`config.mk`:
```
export PLATFORM = sky130hd
export DESIGN_NAME = fetch_queue
export DESIGN_NICKNAME = d
export VERILOG_FILES = /design/src/rtl/fetch_queue.sv
export SDC_FILE = /design/constraint.sdc
export NUM_CORES = 1
export LEC_CHECK = 0
export CORE_MARGIN = 4
export CORE_UTILIZATION = 46
export CTS_CLUSTER_SIZE = 28
export DETAILED_ROUTE_END_ITERATION = 6
export GPL_TIMING_DRIVEN = 0
export PLACE_DENSITY = 0.76
export SYNTH_ARGS = -nofsm -noshare
export SYNTH_HDL_FRONTEND = slang
export SYNTH_SLANG_ARGS = --single-unit
export TNS_END_PERCENT = 100
```
`constraint.sdc`:
```
create_clock -name clk -period 3.9 [get_ports clk]
set_input_delay 0.78 -clock clk [delete_from_list [all_inputs] [get_ports clk]]
set_output_delay 0.78 -clock clk [all_outputs]
set_load 0.01 [all_outputs]
```
`src/rtl/fetch_queue.sv`:
```
// Fetch-to-decode instruction queue: a DEPTH-entry FIFO of PC/instruction pairs with branch flush.
// Define FETCH_QUEUE_BYPASS_EN to let an empty queue hand the incoming pair straight to decode.
module fetch_queue #(
    parameter int DEPTH = 4
) (
    input  logic                     clk,
    input  logic                     rst,
    input  logic                     flush,
    input  logic                     in_valid,
    input  logic [31:0]              in_pc,
    input  logic [31:0]              in_instr,
    output logic                     in_ready,
    output logic                     out_valid,
    output logic [31:0]              out_pc,
    output logic [31:0]              out_instr,
    input  logic                     out_ready,
    output logic [$clog2(DEPTH):0]   count
);

    localparam int AW = $clog2(DEPTH);
    localparam int CW = AW + 1;
    localparam logic [CW-1:0] DEPTH_C = CW'(DEPTH);

    logic [AW-1:0] head_q, head_d;
    logic [AW-1:0] tail_q, tail_d;
    logic [CW-1:0] count_q, count_d;
    logic [31:0]   pc_mem_q    [DEPTH];
    logic [31:0]   instr_mem_q [DEPTH];

    logic stored_valid_s;
    logic in_ready_s;
    logic bypass_s;
    logic push_s;
    logic pop_s;

    assign stored_valid_s = (count_q != {CW{1'b0}});
    assign in_ready_s     = (count_q < DEPTH_C);

`ifdef FETCH_QUEUE_BYPASS_EN
    assign bypass_s = !stored_valid_s && in_valid && !flush;
`else
    assign bypass_s = 1'b0;
`endif

    // Handshake qualification and pointer/count next state; flush overrides everything.
    always_comb begin
        push_s  = in_valid && in_ready_s && !flush && !(bypass_s && out_ready);
        pop_s   = stored_valid_s && out_ready && !flush;
        head_d  = head_q;
        tail_d  = tail_q;
        count_d = count_q;
        if (flush) begin
            head_d  = {AW{1'b0}};
            tail_d  = {AW{1'b0}};
            count_d = {CW{1'b0}};
        end else begin
            if (pop_s) begin
                head_d = head_q + AW'(1);
            end else begin
                head_d = head_q;
            end
            if (push_s) begin
                tail_d = tail_q + AW'(1);
            end else begin
                tail_d = tail_q;
            end
            count_d = count_q + CW'(push_s) - CW'(pop_s);
        end
    end

    // Pointer and occupancy registers.
    always_ff @(posedge clk or posedge rst) begin
        if (rst) begin
            head_q  <= {AW{1'b0}};
            tail_q  <= {AW{1'b0}};
            count_q <= {CW{1'b0}};
        end else begin
            head_q  <= head_d;
            tail_q  <= tail_d;
            count_q <= count_d;
        end
    end

    // Storage is left unreset: entries are only visible once counted as occupied.
    always_ff @(posedge clk) begin
        if (push_s) begin
            pc_mem_q[tail_q]    <= in_pc;
            instr_mem_q[tail_q] <= in_instr;
        end
    end

    // Head presentation; zeros when nothing is available so decode sees a clean bubble.
    always_comb begin
        out_valid = 1'b0;
        out_pc    = 32'd0;
        out_instr = 32'd0;
        if (stored_valid_s) begin
            out_valid = 1'b1;
            out_pc    = pc_mem_q[head_q];
            out_instr = instr_mem_q[head_q];
        end else if (bypass_s) begin
            out_valid = 1'b1;
            out_pc    = in_pc;
            out_instr = in_instr;
        end else begin
            out_valid = 1'b0;
        end
    end

    assign in_ready = in_ready_s;
    assign count    = count_q;

endmodule

```
Yosys cells after proc, flatten, opt, wreduce, memory -nomap -nowiden:

Memory sizes are Yosys's and may differ from the RTL's.
Index checks and enable logic that the tools add are counted.

* flip-flop bits (word level): 7
* bits in writable memories: 256
* memories kept: 2

Memory list
* instr_mem_q: depth 4, width 32, rd ports 1, clocked after Yosys merged registers in 0, write ports 1, line 28 `logic [31:0] instr_mem_q [DEPTH];`
* pc_mem_q: depth 4, width 32, rd ports 1, clocked after Yosys merged registers in 0, write ports 1, line 27 `logic [31:0] pc_mem_q [DEPTH];`

* $add $sub $neg: 4
* magnitude comparators: 1
* multiplexer cells: 10
* reductions and logical operators: 8

Operators with widths (number)
* 32-bit 2-to-1 mux: 2
* 2-bit 2-to-1 mux: 4
* 2-bit by 1-bit adder with 2-bit output (second input constant): 2
* 1-bit logical AND: 4
* 2-bit nonzero test: 2
* 3-bit by 1-bit adder with 3-bit output: 1
* 3-bit < comparator (second input constant): 1
* 1-bit 2-to-1 mux: 3
* 3-bit 2-to-1 mux: 1
* 3-bit nonzero test: 1
* 3-bit by 1-bit subtractor with 3-bit output: 1
* 1-bit logical NOT: 1

Depth between registers and ports, before layout:

Gate-level depths: netlist of the first run.

* word-level depth: 6
* gate-level depth with buffers: 11

Least setup slack after synthesis of the first run:

No wires, ideal clock.

* kind: input port to flip-flop
* start: input port in_valid
* end: memory instr_mem_q[0][0] (enable)
* library setup time: 0.429 ns
* data arrival time: 2.800 ns
* setup slack: 0.671 ns
* cell stages on the path: 3
* cells stage by stage: nor2b_1 nor2b_1 and2_1

* longest elaborated chain between the ends: 4

Ends and longest elaborated chain
* from (decl): line 9 `input logic in_valid,`
* 1-bit logical AND (2 in a row): line 47 `push_s = in_valid && in_ready_s && !flush && !(bypass_s && out_ready);`
* 1-bit 2-to-1 mux: line 86 `if (push_s) begin`
* 1-bit 2-to-1 mux (not written as such): line 88 `instr_mem_q[tail_q] <= in_instr;`
* to (decl): line 28

Every way passes these cells.

Worst setup path after layout of the first run:

* start: register count_q[1], in the netlist count[1]
* end: output port out_pc[7]

* longest elaborated chain between the ends: 2

Ends and longest elaborated chain
* from (decl): line 26 `logic [CW-1:0] count_q, count_d;`
* from (signal assigned): line 76 `count_q <= {CW{1'b0}};`
* from (signal assigned): line 80 `count_q <= count_d;`
* 3-bit nonzero test: line 36 `assign stored_valid_s = (count_q != {CW{1'b0}});`
* 32-bit 2-to-1 mux: line 97 `if (stored_valid_s) begin`
* to (decl): line 14 `output logic [31:0] out_pc,`

Every way passes these cells.

==> impl_results.md, run 1 <==
* Outcome: complete, no violations
* Netlist area before placement at approximately 10000 µm²
* Worst skew pair latency at 510 ps
* Fin crit share at 94.0%
* Number of distinct library cells after synthesis at 19
* Total number of H-tree levels at 1
* Post-Route WL at 19000 µm
* RSZ-0062 raised after global routing: no
* Critical Path Start: count[1]
* Root buf cell: clkbuf_16
* Hold Vio Cnt, Final at 0
* Initial antenna violation count at 0
* Vias at 4850
* Post-synthesis sequential area ratio at 77.8%
* Clk_skew at 6.40 ps
* Worst Path Max Fanout at 10
* First-pass GRT wire length at 29600 µm
* Setup slack after layout at 236 ps
* Die Ht at 156 µm
* Core area at 21300 µm²
* Initial Utilization at 47.5%
* Synth area leader: edfxtp_1
* Final setup fails at 0
* PostCTS Resize Cnt at 0
* Min Tclk post-route at roughly 3700 ps
* VDD IR-drop max at about 0.45 mV
* Synth warnings at 0
* Hold Crit Class: primary input to async pin
* Worst EP arrival at 2880 ps
* Final Max Tran Viols at 0
* Seq cells post-synth at between 200 and 300
* Drc violations at 0
* HPWL Detailed at 11800 µm
* Crit end category: output port
* Routed Antenna Nets at 0
* Tot Pwr at 8.06 mW
* EDFF count, synth at between 200 and 300
* Met2 WL at 9510 µm
* Gpl congestion at 0.753
* Pre-antenna DRT Iters at 4
* Final net count at 696
* Die Footprint at 24400 µm²
* Critical setup path kind: register to output port
* Fraction of layout cells with a size suffix above 1 at 18.8%
* Reg2reg start: count[2]
* Slew headroom at a little under three fifths
* Total GRT Usage at 15.6%
* WL met3 at 1060 µm
* # diodes at 0
* Vias per cell at ~5.3
* Number of buffers added on ports at roughly 140
* Count leader, synth: edfxtp_1
* Number of global-route vias before repair at between 5000 and 6000
* Wirelength per Cell at between 20 and 25 µm
* Cell count after synthesis at 451
* Synthesis-to-finish area growth at 25.6%
* Dominant cells by area after synthesis: edfxtp_1 76%, mux4_2 14%, and2_1 4.3%
* CP Launch Type: register
* Crit path to: out_pc[7]
* Worst slack at placement at 516 ps
* Num Clock Sinks at 263
* Critical Path RT at about 3100 ps
* Die W at 156 µm
* Total gr overflow at 0
* Pwr Density at 635 nW/µm²
* TritonCTS Buffers at 27
* Top Ports at 138
* Rows at 53
* Slew @ Worst Pin at 656 ps
* Crit Reg-Reg Endpoint: count[2]
* Syn nets at 527
* LEAKAGE at between 4 and 5 nW
* Routed met1 length at ~8100 µm
* Post-synth top cells: 256 x edfxtp_1, 69 x and2_1, 64 x mux4_2
* Synth async-reset ratio at 2.66%
* Synth Area per Inst at about 22 µm²
* Share of the synthesized area in the top cell type at approximately three quarters
* Max frequency at 0.273 GHz
* Pin count of the biggest net entering global routing at 35
* DR top layer: met4
* 1st-iter DRT viols at 250
* Setup bufs post-CTS at 0
* R2R depth at 11
* Top FF cell, synth: edfxtp_1
* Reg2reg setup slack at between 1000 and 1500 ps
* Clock Pin Slew Worst Setup and Hold Paths at roughly 60 ps
* Filler Cell Count at roughly 1500
* CTS tree: built
* Clk buf depth at 3
* Max-cap violation count at 0
* Hold-fix buffers, CTS at 0
registers in the layout, indices dropped and copies added, names as in the netlist:
| name | cells |
|---|---|
| instr_mem_q | 128 |
| pc_mem_q | 128 |
| count | 3 |
| head_q | 2 |
| tail_q | 2 |
worst min-delay path by stage:
| stage | start | end | slack [ps] | depth (start not counted) |
|---|---|---|---|---|
| floorplan | tail_q[1] | tail_q[1] | 540 | 2 |
| global placement | tail_q[1] | tail_q[1] | 550 | 2 |
| detailed placement | tail_q[0] | tail_q[0] | 610 | 2 |
| CTS | rst | count[1] | 500 | 2 |
| global route | rst | count[1] | 520 | 2 |
| finish | rst | count[1] | 510 | 2 |
metal layers:
metal,track usage (%),up-vias
met3,3.32,30
li1,-,2161
met2,25.9,135
met1,21.7,2524
met5,0,-
met4,3.22,0
critical path, stage by stage, from the launching register on:
cell             delay (ps)
dfrtp_1                 480
or3_1                   190
clkbuf_1                520
clkbuf_1                410
and2_1                  230
clkdlybuf4s50_1         540
per-stage QoR:
step	TNS, ps	instance area, µm²	cells	util, %	hold WS (ps)
after detailed placement	0	11900	866	55.9	606
after global placement	-260570	11800	862	55.5	552
after floorplan	0	10100	451	-	538
final	0	12700	913	59.6	507
after global routing	0	12700	913	59.6	515
after CTS	0	12700	913	59.6	498
report_power, final:
part | internal (mW) | switching [mW]
logic | 1.36 | 1.07
clock network | 1.32 | 0.976
registers | 3.28 | 0.0574
cell usage in the layout (no fill, tap or decap), drive strengths merged, types with 2 or more instances in the layout:
master,count
clkbuf,40
dfrtp,7
inv,7
clkinv,13
and2,69
xor2,3
edfxtp,256
clkinvlp,2
mux4,64
clkdlybuf4s50,136
ha,6
buf,17
nor2,7
nor2b,3
final cells by class:
class                           instances  area, µm²  area share (%)
Timing Repair Buffer                  140       1440            11.4
Tap cell                              275        344            2.71
Clock inverter                         16        100           0.789
Multi-Input combinational cell        159       2100            16.5
Buffer                                 22        130            1.03
Sequential cell                       263       7860            62.0
Inverter                                7       26.3           0.207
Clock buffer                           31        691            5.44
logic make-up after synthesis:
| logic type | synth area share [%] |
|---|---|
| XOR/XNOR | 0.347 |
| buffers and inverters | 1.55 |
| flip-flops | 77.8 |
| adder cells (fa/ha/maj) | 0.941 |
| multiplexers | 14.4 |
| AO/OA/AOI/OAI | 0.161 |
| AND/OR/NAND/NOR | 4.83 |
No activity file was read; power rests on OpenSTA's default activity.
==> inputs of run 2 (changes only) <==
Settings changed: CTS_CLUSTER_DIAMETER set to 50.
==> run 2 against run 1 <==
Against the previous run: first-iteration DRC count grew 3.2%; worst hold slack worse by 4.2 ps; sequential power hardly changed; power rose by 1.6%; cell area increased by 0.59%; register-to-register slack improved by 40 ps; via count shrank 0.16%; sequential share of layout area decreased by 0.36 points; setup slack better by 12 ps; sequential cell count unchanged; cell count decreased by 0.22%; combinational power hardly changed; critical path type unchanged; critical endpoint unchanged; largest power group unchanged.
==> impl_results.md, run 2 (synthesized netlist as in run 1, its figures left out) <==
* Placed cells at 866
* Hold Vio Cnt, Final at 0
* Non-filler cells, final at approximately 910
* Slew headroom at 56.6%
* GR peak layer: met2
* Core area at 21300 µm²
* Root buf cell: clkbuf_16
* Die W at between 150 and 200 µm
* Combinational cell fraction of total power at 29.6%
* Wirelength per Cell at 20.7 µm
* Initial antenna violation count at 0
* R2R depth at 11
* Max frequency at 0.274 GHz
* Clk_skew at 16.7 ps
* Synthesis-to-finish area growth at 26.3%
* Met2 Use GR at 25.9%
* Clk buf depth at 3
* Max-cap violation count at 0
* PostCTS Resize Cnt at 0
* Clock Pin Slew Worst Setup and Hold Paths at roughly 70 ps
* Vias at a little under 5000
* Net Sw Power at 2.29 mW
* Gpl congestion at 0.753
* 1st-iter DRT viols at 258
* Hold-fix buffers, CTS at 0
* Critical setup path kind: register to output port
* Rows at 53
* Pwr Density at 642 nW/µm²
* Drc violations at 0
* Final net count at 694
* TritonCTS Buffers at 25
* Total gr overflow at 0
* Total number of H-tree levels at 1
* Most frequent cells in the layout: 256 x edfxtp_1, 136 x clkdlybuf4s50_1, 65 x and2_1
* Min Tclk post-route at 3650 ps
* P_int at 5.90 mW
* Met3 Usage GRT at 3.18%
* Pin count of the biggest net entering global routing at 35
* Number of global-route vias before repair at 5270
* Final Max Tran Viols at 0
* Routed Antenna Nets at 0
* Final setup fails at 0
* RSZ-0062 raised after global routing: no
* Setup Total Neg Slack at 0 ps
* HPWL Detailed at 11800 µm
* Worst skew pair latency at approximately 500 ps
* Worst slack at placement at around 520 ps
* Number of buffers added on ports at approximately 140
* Worst Path Max Fanout at 10
* Critical Path RT at roughly 3100 ps
* Reg2reg setup slack at 1310 ps
* Num Clock Sinks at approximately 260
* Setup slack after layout at 248 ps
* Fraction of layout cells with a size suffix above 1 at between 20% and 30%
* Filler Cell Count at 1522
* Initial Utilization at 47.5%
* Pre-antenna DRT Iters at 4
* LEAKAGE at 4.12 nW
* Die Footprint at 24400 µm²
* Top Ports at 138
* Outcome: complete, no violations
* Flop pwr share at 40.7%
* Crit Reg-Reg Endpoint: count[2]
* Setup bufs post-CTS at 0
* Fin crit share at 93.6%
* VDD IR-drop max at 0.542 mV
* First-pass GRT wire length at 29500 µm
* CP Launch Type: register
* Crit end category: output port
* Total GRT Usage at 15.5%
* Hold_ws at 503 ps
* CTS tree: built
* Vias per cell at 5.32
* Hold Crit Class: primary input to async pin
* Met1 usage at 21.8%
* Worst EP arrival at 2870 ps
* Switching Share at 27.9%
* Post-Route WL at 18800 µm
* Reg2reg start: count[2]
* # diodes at 0
* Clock power share at 29.7%
* Die Ht at 156 µm
* Commonest non-fill, non-tap cell in the layout: edfxtp_1
* Slew @ Worst Pin at 651 ps
run 2: power by group through the flow:
stage,registers [mW],clock network [mW],logic (mW)
finish,3.33,2.43,2.42
global route,3.35,2.61,2.61
CTS,3.34,2.49,2.49
detailed placement,3.40,0,2.48
global placement,3.40,0,2.42
floorplan,3.39,0,1.31
run 2: layer usage:
metal | up-vias | wire length [µm]
li1 | 2158 | -
met1 | 2511 | 7930
met2 | 148 | 9470
met3 | 25 | 1150
met4 | 0 | 297
met5 | - | 0
run 2: final cells by class:
cell class / instances / area, µm² / share of cell area, %
Inverter: 7 / 26.3 / 0.206
Sequential cell: 263 / 7860 / 61.6
Timing Repair Buffer: 140 / 1440 / 11.3
Multi-Input combinational cell: 159 / 2100 / 16.4
Clock buffer: 25 / 626 / 4.90
Clock inverter: 20 / 240 / 1.88
Buffer: 22 / 130 / 1.02
Tap cell: 275 / 344 / 2.70
run 2: through the flow:
stage | cell area [µm²] | power (mW) | utilization (%)
floorplan | 10100 | 4.70 | -
global placement | 11800 | 5.82 | 55.5
detailed placement | 11900 | 5.88 | 55.9
CTS | 12800 | 8.31 | 60.0
global route | 12800 | 8.57 | 60.0
finish | 12800 | 8.19 | 60.0
run 2: worst max-delay path by stage:
stage / startpoint / endpoint / slack, ps
final: count[1] / out_pc[7] / 250
after global routing: count[1] / out_pc[7] / 60
after CTS: count[1] / out_pc[10] / 180
after detailed placement: in_valid / count[2] / 520
after global placement: in_valid / pc_mem_q[3][5] / -1030
after floorplan: in_valid / instr_mem_q[0][0] / 670
run 2: critical path, stage by stage, from the launching register on:
cell,delay (ps)
dfrtp_1,480
or3_1,190
clkbuf_1,500
clkbuf_1,400
and2_1,230
clkdlybuf4s50_1,550
==> inputs of run 3 (changes only) <==
Settings changed: CAP_MARGIN set to 20.
==> results of run 3 <==
The final DEF is identical to that of run 2; final timing and power are the same.
